$ cat src/rtl/spi_controller.sv
// SPI initiator: serialises a parallel word MSB-first and captures the reply word.
// Supports all four CPOL/CPHA modes. SPI_clk is derived from Clk by a half-period counter.
module spi_controller #(
    parameter int SPI_WORD_LEN = 16,
    parameter int CLK_DIV      = 2
) (
    input  logic                    Clk,
    input  logic                    Rst,
    input  logic                    SPI_CPOL,
    input  logic                    SPI_CPHA,
    input  logic [SPI_WORD_LEN-1:0] tx_data,
    input  logic                    tx_valid,
    output logic                    tx_ready,
    output logic [SPI_WORD_LEN-1:0] rx_data,
    output logic                    rx_valid,
    output logic                    SPI_clk,
    output logic                    SPI_csb,
    output logic                    SPI_copi,
    input  logic                    SPI_cipo
);

    localparam int N  = SPI_WORD_LEN;
    localparam int CW = (CLK_DIV > 1) ? $clog2(CLK_DIV) : 1;
    localparam int EW = $clog2(2 * SPI_WORD_LEN);

    localparam logic [CW-1:0] CNT_LAST  = CW'(CLK_DIV - 1);
    localparam logic [EW-1:0] EDGE_LAST = EW'(2 * SPI_WORD_LEN - 1);
    localparam logic [EW-2:0] BIT_LAST  = (EW-1)'(SPI_WORD_LEN - 1);

    typedef enum logic [1:0] {
        S_IDLE,
        S_XFER,
        S_TRAIL,
        S_GAP
    } state_t;

    state_t r_state;
    state_t w_state_nxt;

    logic [CW-1:0] r_cnt;
    logic [EW-1:0] r_edge;
    logic          r_cpol;
    logic          r_cpha;
    logic          r_csb;
    logic          r_sclk;
    logic          r_copi;
    logic          r_tx_ready;
    logic          r_rx_valid;
    logic [N-1:0]  r_rx_data;
    logic [N-1:0]  r_tx_shift;
    logic [N-1:0]  r_rx_shift;

    logic w_tick;
    logic w_accept;
    logic w_lead;
    logic w_trail;
    logic w_last_bit;
    logic w_sample;
    logic w_shift;
    logic w_copi_nxt;

    assign w_tick     = (r_cnt == CNT_LAST);
    assign w_accept   = (r_state == S_IDLE) && tx_valid && r_tx_ready;
    // Even edge index is a leading edge, odd is a trailing edge.
    assign w_lead     = (r_state == S_XFER) && w_tick && !r_edge[0];
    assign w_trail    = (r_state == S_XFER) && w_tick &&  r_edge[0];
    assign w_last_bit = (r_edge[EW-1:1] == BIT_LAST);
    assign w_sample   = r_cpha ? w_trail : w_lead;
    // CPHA=0 already presented the MSB at chip-select, so it shifts one bit ahead
    // on trailing edges and skips the final one.
    assign w_shift    = r_cpha ? w_lead : (w_trail && !w_last_bit);
    assign w_copi_nxt = r_cpha ? r_tx_shift[N-1] : r_tx_shift[N-2];

    always_ff @(posedge Clk) begin
        if (Rst) begin
            r_state <= S_IDLE;
        end else begin
            r_state <= w_state_nxt;
        end
    end

    always_comb begin
        w_state_nxt = r_state;
        case (r_state)
            S_IDLE:  if (w_accept) w_state_nxt = S_XFER;
            S_XFER:  if (w_tick && (r_edge == EDGE_LAST)) w_state_nxt = S_TRAIL;
            S_TRAIL: if (w_tick) w_state_nxt = S_GAP;
            S_GAP:   if (w_tick) w_state_nxt = S_IDLE;
            default: w_state_nxt = S_IDLE;
        endcase
    end

    always_ff @(posedge Clk) begin
        if (Rst) begin
            r_cnt      <= '0;
            r_edge     <= '0;
            r_cpol     <= 1'b0;
            r_cpha     <= 1'b0;
            r_csb      <= 1'b1;
            r_sclk     <= SPI_CPOL;
            r_copi     <= 1'b0;
            r_tx_ready <= 1'b0;
            r_rx_valid <= 1'b0;
            r_rx_data  <= '0;
        end else begin
            r_rx_valid <= 1'b0;
            r_tx_ready <= (w_state_nxt == S_IDLE);
            case (r_state)
                S_IDLE: begin
                    r_cnt  <= '0;
                    r_edge <= '0;
                    r_csb  <= 1'b1;
                    r_sclk <= SPI_CPOL;
                    if (w_accept) begin
                        r_cpol <= SPI_CPOL;
                        r_cpha <= SPI_CPHA;
                        r_csb  <= 1'b0;
                        r_copi <= tx_data[N-1];
                    end
                end
                S_XFER: begin
                    r_cnt <= w_tick ? '0 : r_cnt + CW'(1);
                    if (w_tick) r_edge <= r_edge + EW'(1);
                    if (w_lead) r_sclk <= ~r_cpol;
                    if (w_trail) r_sclk <= r_cpol;
                    if (w_shift) r_copi <= w_copi_nxt;
                end
                S_TRAIL: begin
                    r_cnt  <= w_tick ? '0 : r_cnt + CW'(1);
                    r_sclk <= r_cpol;
                    if (w_tick) begin
                        r_csb      <= 1'b1;
                        r_rx_valid <= 1'b1;
                        r_rx_data  <= r_rx_shift;
                    end
                end
                S_GAP: begin
                    r_cnt  <= w_tick ? '0 : r_cnt + CW'(1);
                    r_sclk <= r_cpol;
                    if (w_tick) r_copi <= 1'b0;
                end
                default: begin
                    r_cnt <= '0;
                end
            endcase
        end
    end

    // Shift registers carry data only; their contents are irrelevant outside a frame.
    always_ff @(posedge Clk) begin
        if (w_accept) begin
            r_tx_shift <= tx_data;
        end else if (w_shift) begin
            r_tx_shift <= {r_tx_shift[N-2:0], 1'b0};
        end
        if (w_sample) begin
            r_rx_shift <= {r_rx_shift[N-2:0], SPI_cipo};
        end
    end

    assign tx_ready = r_tx_ready;
    assign rx_data  = r_rx_data;
    assign rx_valid = r_rx_valid;
    assign SPI_clk  = r_sclk;
    assign SPI_csb  = r_csb;
    assign SPI_copi = r_copi;

endmodule
$ cat config.mk
export PLATFORM = sky130hd
export DESIGN_NAME = spi_controller
export DESIGN_NICKNAME = d
export VERILOG_FILES = /design/src/rtl/spi_controller.sv
export SDC_FILE = /design/constraint.sdc
export NUM_CORES = 1
export LEC_CHECK = 0
export CAP_MARGIN = 20
export CORE_MARGIN = 5
export CORE_UTILIZATION = 52
export CTS_BUF_LIST = sky130_fd_sc_hd__clkbuf_16
export CTS_CLUSTER_DIAMETER = 40
export DETAILED_ROUTE_END_ITERATION = 10
export PLACE_DENSITY_LB_ADDON = 0.15
export SLEW_MARGIN = 40
export SYNTH_ARGS = -nofsm -noshare
export SYNTH_HDL_FRONTEND = slang
export SYNTH_SLANG_ARGS = --single-unit
$ cat constraint.sdc
create_clock -name Clk -period 2.9 [get_ports Clk]
set_input_delay 0.29 -clock Clk [delete_from_list [all_inputs] [get_ports Clk]]
set_output_delay 0.29 -clock Clk [all_outputs]
set_load 0.01 [all_outputs]
[Yosys cells after proc, flatten, opt, wreduce, memory -nomap -nowiden]
Cells that the tools add are included.
Widths: inputs -> output; s select.
Storage, ports and cells
  output and inout bits: 21
  logic and storage cells: 77
  input port bits: 22
  register bits: 63
Operators by class
  reduce and logical (&&, ||, !) cells: 23
  equality and inequality tests: 11
  add/subtract/negate cells: 2
  mux-type cells: 26
  bitwise operators: 2
Operator list (count)
  $mux 16: 2
  $mux 1: 13
  $ne 2x2->1 const B: 5
  $pmux 5 s2: 1
  $mux 2: 4
  $pmux 2 s4: 1
  $reduce_and 2->1: 4
  $logic_and 1x1->1: 7
  $pmux 1 s3: 2
  $reduce_bool 2->1: 3
  $add 5x1->5 const B: 1
  $eq 5x5->1 const B: 1
  $mux 5: 1
  $eq 2x2->1 const B: 2
  $eq 4x4->1 const B: 1
  $logic_not 2->1: 2
  $ne 4x4->1 const B: 1
  $pmux 1 s2: 2
  $reduce_and 4->1: 1
  $reduce_or 2->1: 2
  $reduce_bool 3->1: 1
  $reduce_or 3->1: 1
  $eq 2x1->1 const B: 1
  $logic_not 1->1: 2
  2 further kinds: 3

[Depth between registers and ports, before layout]
Gate-level depths: netlist (run 1).
  depth in word-level cells: 7
  gate-level depth with buffers: 6
  gate-level depth less buffers: 6

[Worst setup path before layout (run 1)]
OpenSTA, ideal clock, no wires.
  path type: reg2reg
  start point: register r_state[1]
  end point: register r_rx_shift[0] (enable)
  path buffers: 1
  path slack: 0.581 ns
  stages on the path, launching flop included: 4
  data arrival time: 1.910 ns
  setup time: 0.409 ns
  path through: dfxtp_1 > clkbuf_1 > nand3b_1 > nor3_1
On the way
  word-level cells in the longest chain between the ends: 4
  elaborated cells on any way between the ends: 5
  classes of those cells: 1 x eq/ne; 1 x mux; 3 x reduce/logical
RTL lines
  start, declared: line 37  | state_t r_state;
  start signal, assigned: line 78  | r_state <= w_state_nxt;
  $eq 2x1->1 (*): line 65, 66
  $logic_and 1x1->1 (*): line 65, 66
  $logic_and 1x1->1 (on tied branches): line 65, 66
  $mux 1 (*): line 68  | assign w_sample = r_cpha ? w_trail : w_lead;
  via w_sample: line 58  | logic w_sample;
  end signal, assigned: line 157  | r_rx_shift <= {r_rx_shift[N-2:0], SPI_cipo};
  end, declared: line 51  | logic [N-1:0] r_rx_shift;
The timed path passes the listed nets; every way through them passes the cells marked *.
A chain may end at the register's enable or synchronous reset.

[Final worst setup path (run 1)]
  start point: register r_state[0]
  end point: register r_tx_shift[2] (enable)
On the way
  word-level cells in the longest chain between the ends: 6
  elaborated cells on any way between the ends: 10
  classes of those cells: 1 x eq/ne; 1 x mux; 8 x reduce/logical
RTL lines
  $eq 2x1->1: line 65, 66
  $logic_and 1x1->1: line 65, 66
  $logic_and 1x1->1: line 66  | assign w_trail = (r_state == S_XFER) && w_tick && r_edge[0];
  $logic_and 1x1->1: line 71  | assign w_shift = r_cpha ? w_lead : (w_trail && !w_last_bit);
  $mux 1: line 71
  $reduce_bool 2->1 (no source line) (*)
  end signal, assigned: line 152  | r_tx_shift <= tx_data;
  end signal, assigned: line 154  | r_tx_shift <= {r_tx_shift[N-2:0], 1'b0};
  end, declared: line 50  | logic [N-1:0] r_tx_shift;
Every way passes the cells marked *; elsewhere a longest branch is shown, timed or not.

==> run metrics, run 1 <==
Power Dens Cells=682 nW/um^2; via count=1669; Lkg Pwr=1.14 nW; outcome=finished clean; Fin Clk Skew=0.00382 ns; Slew Limit Fails=0; Worst R2R Start=r_state[0]$_SDFF_PP0_; Clk Latency, worst-skew pair=0.32 ns; cell row count=25; final cell utilization of the core=69.2%; CTS clk-pin slew, worst paths=0.05 ns; slew margin rel.=53.7%; Hold Path Cell Cnt=0; vias in the first global route=1540; Bufs on Longest Clock Path=2; largest net degree at the start of global routing=24; I/O pin total=43; overall routed net length=4.72 mm; Hold EP=r_rx_shift[13]$_DFFE_PP_; post-synth cell types=34; drc violations=0; Crit path arrival time=1.95 ns; Root Driver=clkbuf_16; DRT antenna net count=0; maximum VDD drop=0.387 mV; R2R Path End=r_tx_shift[2]$_DFFE_PP_; layout cells sized above 1=14.3%; GR peak layer=met2; Filler Cells Inserted=359; hold path startpoint=r_rx_shift[12]$_DFFE_PP_; ys async rst share=0%; TritonRoute pass-1 iters=4; initial antenna violation count=0; Crit Path Max Fanout=23; Critical Path RT=2.91 ns; area of the multi-input gates=798 sq um; Layout area overhead=30.9%; GPL Wtd Cong=0.746; Tmin final=1.94 ns; Critical Path Source Type=register; die span in y=78.8 um; die area=6210 sq um; Max-Cap Viols=0; Synth Instances=209; post-detail-place hpwl=2.92 mm; final period utilization=66.8%; post-CTS sizing=0; setup bufs post-CTS=0; TritonCTS clock tree=done; drt first-iter violations=93; ANT cells=0; Fmax achieved=0.516 GHz; RSZ-0062 raised after global routing=false; highest-count cells in the layout ignoring fill and taps=clkdlybuf4s50_1, nand2_1, edfxtp_1, dfxtp_1, a21oi_1; first-pass GRT wire length=7.53 mm; DIE WIDTH=78.8 um; cts hold-fix bufs=0; setup TNS=0 ns; YS warnings=0; Slew @ Worst Pin=0.694 ns; final hold vios=0; GRT overflow=0; Core Footprint=4660 sq um; via density per instance=5.35; DP Cell Count=296; syn_nets=233; GR Util met1=20.7%; GRT met2 Usage=24.2%; # clock sinks=63; share of the synthesized area in the top cell type=40.2%; synthesized area=2460 sq um; gr usage total=16.3%; number of synthesized flops with an enable pin=33; Starting Density=52.8%; Final nets=277; Min Hold Slack=0.448 ns; met3 usage=3.97%; kind of end point of the critical path=register; r2r setup slk=0.96 ns; Final Non-Filler Cells=312; syn avg cell area=11.8 sq um; ranking of synthesized cells by area=edfxtp_1, dfxtp_1, mux2_2; DR WL/cell=15.1 um; CTS Buf Count=9; sequential area share after synthesis=64.6%; Finish-stage setup viols=0; Yosys reg bits=63; most common cell after layout, fill and taps aside=clkdlybuf4s50_1; Primary FF master, synth=edfxtp_1; depth of the CTS H-tree=3; IO buf count=42; sequential cell area=1590 sq um; reg2reg path depth=4; critical path class=register to register; CP startpoint=r_state[0]$_SDFF_PP0_; Hold Path Class=register to register; cell accounting for the most synthesized area=edfxtp_1
## through the flow
stage	setup WS, ns	total power [W]	area, sq um
after floorplan	0.581	0.00107	2460
after global placement	0.824	0.00112	2920
after detailed placement	0.778	0.00112	2920
after CTS	0.965	0.00222	3220
after global routing	0.833	0.00227	3220
final	0.964	0.00220	3220
## critical path, stage by stage, from the launching register on
cell and delay, ns:
dfxtp_1 0.51, nor4bb_4 0.35, buf_4 0.32, o21bai_1 0.17, buf_4 0.26
## where the power goes
group | internal (W) | switching, W | leakage, nW
logic | 0.0000728 | 0.0000528 | 0.435
clock network | 0.000737 | 0.000355 | 0.157
registers | 0.000965 | 0.0000176 | 0.546
total | 0.00177 | 0.000425 | 1.14
## logic make-up after synthesis
kind of cell             count (synthesis)  share of synthesized area [%]
flip-flops                              63                           64.6
multiplexers                            18                           8.08
buffers and inverters                   16                           3.76
AND/OR/NAND/NOR                         69                           12.5
adder cells (fa/ha/maj)                  2                           1.02
AO/OA/AOI/OAI                           41                           10.0
## layer usage
| layer | vias to the layer above | routed length [um] |
|---|---|---|
| met5 | - | 0 |
| met3 | 14 | 240 |
| met1 | 780 | 2130 |
| met4 | 0 | 155 |
| met2 | 37 | 2190 |
| li1 | 838 | - |
## synth_stat cells (4+ instances only)
cell type,n
buf_2,5
nand2_1,35
edfxtp_1,33
clkbuf_1,4
o21ai_0,4
dfxtp_1,30
mux2_2,15
a21oi_1,23
nor3_1,5
nor2_1,14
## how the worst max path moves through the flow
stage | end | slack, ns
after global routing | r_tx_shift[11]$_DFFE_PP_ | 0.83
after CTS | r_tx_shift[13]$_DFFE_PP_ | 0.96
final | r_tx_shift[2]$_DFFE_PP_ | 0.96
after detailed placement | r_tx_shift[2]$_DFFE_PP_ | 0.78
after floorplan | r_rx_shift[0]$_DFFE_PP_ | 0.58
after global placement | r_tx_shift[2]$_DFFE_PP_ | 0.82
## registers in the layout, indices dropped and copies added (netlist names), 2 cells and up
| signal | flops |
|---|---|
| r_rx_shift | 16 |
| r_state | 2 |
| rx_data | 16 |
| r_edge | 5 |
| r_tx_shift | 16 |
## cell type report
| type | instances | area share, % |
|---|---|---|
| sequential | 63 | 49.4 |
| clock buffer | 9 | 6.98 |
| multi-input combinational | 130 | 24.8 |
| inverter | 3 | 0.349 |
| clock inverter | 7 | 2.48 |
| timing repair buffer | 46 | 14.0 |
| tap | 54 | 2.10 |
(Power assumes the default switching activity.)
==> run 2, diff against run 1 <==
--- a/config.mk
+++ b/config.mk
@@ -7,7 +7,7 @@
 export LEC_CHECK = 0
 export CAP_MARGIN = 20
 export CORE_MARGIN = 5
-export CORE_UTILIZATION = 52
+export CORE_UTILIZATION = 47
 export CTS_BUF_LIST = sky130_fd_sc_hd__clkbuf_16
 export CTS_CLUSTER_DIAMETER = 40
 export DETAILED_ROUTE_END_ITERATION = 10
==> constraint.sdc (replaced) <==
create_clock -name Clk -period 1.6 [get_ports Clk]
set_input_delay 0.16 -clock Clk [delete_from_list [all_inputs] [get_ports Clk]]
set_output_delay 0.16 -clock Clk [all_outputs]
set_load 0.01 [all_outputs]
==> run metrics, run 2 (synthesized netlist as in run 1, its figures left out) <==
critical path class=register to register; I/O pin total=43; Power Dens Cells=1100 nW/um^2; IO buf count=42; # clock sinks=63; Slew @ Worst Pin=0.338 ns; highest-count cells in the layout ignoring fill and taps=clkdlybuf4s50_1, nand2_1, edfxtp_1, dfxtp_1, a21oi_1; gr usage total=15.8%; first-pass GRT wire length=7.78 mm; CP cell instances=nor4bb_4 -> buf_4 -> clkbuf_16 -> mux2_2; Critical Path RT=1.67 ns; Crit path arrival time=1.62 ns; layout cells sized above 1=19.9%; GPL Wtd Cong=0.801; Largest stage delay, worst path=0.35 ns; CTS clk-pin slew, worst paths=0.05 ns; setup TNS=0 ns; Crit Path Max Fanout=9; Fmax achieved=0.646 GHz; most common cell after layout, fill and taps aside=clkdlybuf4s50_1; die area=6790 sq um; Finish-stage setup viols=0; largest net degree at the start of global routing=20; initial antenna violation count=0; PnR worst setup slack=0.0516 ns; GRT met2 Usage=26.0%; DIE WIDTH=82.4 um; GRT overflow=0; Starting Density=48.2%; maximum VDD drop=0.638 mV; Core Footprint=5110 sq um; GR Util met1=18.1%; Hold Path Class=primary input to register; slew margin rel.=77.5%; post-detail-place hpwl=3.28 mm; GR peak layer=met2; Slew Limit Fails=0; TritonRoute pass-1 iters=4; Root Driver=clkbuf_16; Design Area, Final=3370 sq um; die span in y=82.4 um; final period utilization=96.8%; Bufs on Longest Clock Path=2; Fin Clk Skew=0.00432 ns; post-placement cell area=3060 sq um; Worst path depth=4; met3 usage=6.40%; TritonCTS clock tree=done; Hold Path Cell Cnt=1; Final nets=290; DR WL/cell=14.6 um; Clk Latency, worst-skew pair=0.32 ns; reg2reg path depth=4; via density per instance=5.04; Tmin final=1.55 ns; drt first-iter violations=87; via count=1720; cell row count=26; vias in the first global route=1666; post-place setup slack=-0.214 ns; overall routed net length=4.97 mm; Lkg Pwr=1.20 nW; depth of the CTS H-tree=3; Layout area overhead=36.9%; DP Cell Count=322; outcome=finished clean; CP delay by family, top=flip-flops; ANT cells=0; kind of end point of the critical path=register; Max stage delay cell, worst path=dfxtp_2; CTS Buf Count=9; Final Non-Filler Cells=341; final hold vios=0; Max-Cap Viols=0; Critical Path Source Type=register; Bufs and invs on worst path=2; drc violations=0; total power=0.00370 W; DRT antenna net count=0
==> run 2: changes by cell type in the layout (fill, tap and decap cells not counted), sizes merged <==
cell,before,now
buf,4,16
bufinv,2,0
clkbuf,9,10
clkinv,3,4
clkinvlp,0,1
==> run 2: final timing paths <==
kind	startpoint	end	slack, ns
worst max-delay path	r_state[0]$_SDFF_PP0_	r_tx_shift[15]$_DFFE_PP_	0.05
worst min-delay path	SPI_cipo	r_rx_shift[0]$_DFFE_PP_	0.43
worst max register to register	r_state[0]$_SDFF_PP0_	r_tx_shift[15]$_DFFE_PP_	0.05
worst min register to register	r_rx_shift[5]$_DFFE_PP_	r_rx_shift[6]$_DFFE_PP_	0.45
==> run 2: report_power, final <==
group / switching [W] / total [W] / internal (W)
clock network: 0.000627 / 0.00164 / 0.00102
logic: 0.000118 / 0.000290 / 0.000171
registers: 0.0000191 / 0.00177 / 0.00175
==> run 2: metal layers <==
layer  vias to the layer above  wire, um
met2                        45      2520
li1                        858         -
met5                         -         0
met1                       810      2080
met4                         0        60
met3                         7       303
==> run 2: layout make-up <==
type	instances	area (sq um)
Fill cell	418	1740
Sequential cell	63	1600
Multi-Input combinational cell	130	816
Timing Repair Buffer	59	603
Clock buffer	9	225
Tap cell	70	87.6
Clock inverter	7	32.5
Inverter	3	11.3
==> run 2: repair_timing <==
action | in CTS | in global routing
setup endpoints to repair | 0 | 22
gates resized for setup | 0 | 2
hold buffers | 0 | 0
setup buffers | 0 | 2
==> run 2: per-stage QoR <==
| stage | utilization (%) | hold WS, ns |
|---|---|---|
| floorplan | - | 0.259 |
| global placement | 59.9 | 0.433 |
| detailed placement | 59.9 | 0.438 |
| CTS | 64.9 | 0.427 |
| global route | 66.0 | 0.424 |
| finish | 66.0 | 0.429 |
==> run 3, diff against run 2 <==
--- a/config.mk
+++ b/config.mk
@@ -12,6 +12,7 @@
 export CTS_CLUSTER_DIAMETER = 40
 export DETAILED_ROUTE_END_ITERATION = 10
 export PLACE_DENSITY_LB_ADDON = 0.15
+export REMOVE_ABC_BUFFERS = 1
 export SLEW_MARGIN = 40
 export SYNTH_ARGS = -nofsm -noshare
 export SYNTH_HDL_FRONTEND = slang
==> run metrics, run 3 (synthesized netlist as in run 1, its figures left out) <==
initial antenna violation count=0; TritonCTS clock tree=done; # clock sinks=63; Largest stage delay, worst path=0.34 ns; I/O pin total=43; CP startpoint=r_state[0]$_SDFF_PP0_; Layout area overhead=34.1%; Fmax achieved=0.651 GHz; RSZ-0062 raised after global routing=false; cts hold-fix bufs=0; Final nets=285; Starting Density=48.2%; largest net degree at the start of global routing=24; Bufs and invs on worst path=2; slew margin rel.=75.5%; vias in the first global route=1574; overall routed net length=4.71 mm; post-CTS sizing=0; layout cells sized above 1=18.4%; CTS clk-pin slew, worst paths=0.05 ns; first-pass GRT wire length=7.60 mm; critical path class=register to register; PnR worst setup slack=0.0629 ns; Slew Limit Fails=0; depth of the CTS H-tree=3; maximum VDD drop=0.630 mV; highest-count cells in the layout ignoring fill and taps=clkdlybuf4s50_1, nand2_1, edfxtp_1, dfxtp_1, a21oi_1; Crit path arrival time=1.57 ns; Bufs on Longest Clock Path=2; Worst R2R Start=r_state[0]$_SDFF_PP0_; gr usage total=15.5%; Core Footprint=5110 sq um; Fin Clk Skew=0.00331 ns; hold path startpoint=SPI_cipo; die span in y=82.4 um; drc violations=0; GRT overflow=0; GPL Wtd Cong=0.772; final period utilization=96.1%; Slew @ Worst Pin=0.365 ns; post-detail-place hpwl=3.16 mm; Clk Latency, worst-skew pair=0.32 ns; most used cell along the critical path=buf_12; post-place setup slack=-0.218 ns; outcome=finished clean; Lkg Pwr=1.17 nW; Tmin final=1.54 ns; TritonRoute pass-1 iters=4; DR WL/cell=14.0 um; final cell utilization of the core=64.7%; Power Dens Cells=1130 nW/um^2; Max stage delay cell, worst path=nor4bb_4; Hold Path Class=primary input to register; CP delay by family, top=buffers and inverters; DIE WIDTH=82.4 um; CP cell instances=nor4bb_4 -> buf_12 -> o21bai_1 -> buf_12; Filler Cells Inserted=416; Max-Cap Viols=0; ANT cells=0; Critical Path RT=1.63 ns; via count=1676; DRT antenna net count=0; drt first-iter violations=113; final hold vios=0; Crit Path Max Fanout=21; setup bufs post-CTS=0; via density per instance=4.99; IO buf count=42; Critical Path Source Type=register; kind of end point of the critical path=register; Root Driver=clkbuf_16; CTS Buf Count=9; cell row count=26; die area=6790 sq um; Finish-stage setup viols=0; most common cell after layout, fill and taps aside=clkdlybuf4s50_1
==> run 3: changes by cell type in the layout (fill, tap and decap cells not counted), moves of 2 or more <==
cell | before | now
buf_4 | 13 | 9
clkinv_1 | 2 | 0
dfxtp_1 | 27 | 29
dfxtp_2 | 3 | 1
==> run 3: stage by stage <==
step | hold WS, ns | instances | total power (W) | TNS (ns) | instance area (sq um)
global placement | 0.431 | 320 | 0.00206 | -5.71 | 3040
global route | 0.402 | 336 | 0.00387 | 0 | 3300
CTS | 0.395 | 336 | 0.00377 | 0 | 3300
detailed placement | 0.432 | 320 | 0.00206 | -5.87 | 3040
floorplan | 0.229 | 196 | 0.00192 | -84.43 | 2380
finish | 0.408 | 336 | 0.00372 | 0 | 3300
==> run 3: where the power goes <==
part           internal (W)  switching [W]
Clock               0.00103       0.000659
Sequential          0.00175      0.0000195
Combinational      0.000152       0.000111
Total               0.00293       0.000790
==> run 3: per-layer routing <==
metal	vias up	GRT usage, %	wire (um)
met2	36	22.8	2220
met5	-	0	0
met4	0	7.48	61
li1	847	-	-
met3	7	4.66	212
met1	786	20.7	2210
==> run 3: final cells by class <==
type | instances | area (sq um) | share of cell area (%)
Timing Repair Buffer | 54 | 548 | 16.6
Inverter | 3 | 11.3 | 0.341
Clock buffer | 9 | 225 | 6.82
Clock inverter | 7 | 40.0 | 1.21
Tap cell | 70 | 87.6 | 2.65
Multi-Input combinational cell | 130 | 798 | 24.2
Sequential cell | 63 | 1590 | 48.2
==> run 3: worst paths after layout <==
check | endpoint | cells after the start | slack (ns)
worst max register to register | r_tx_shift[3]$_DFFE_PP_ | 4 | 0.06
worst min register to register | r_rx_shift[1]$_DFFE_PP_ | 0 | 0.45
worst min-delay path | r_rx_shift[0]$_DFFE_PP_ | 1 | 0.41
worst max-delay path | r_tx_shift[3]$_DFFE_PP_ | 4 | 0.06
==> run 3: worst reg2reg max path: cells and delay by family (launching register included) <==
family | cells | cell delay, ns
buffers and inverters | 2 | 0.40
AND/OR/NAND/NOR | 1 | 0.34
flip-flops | 1 | 0.33
AO/OA/AOI/OAI | 1 | 0.18
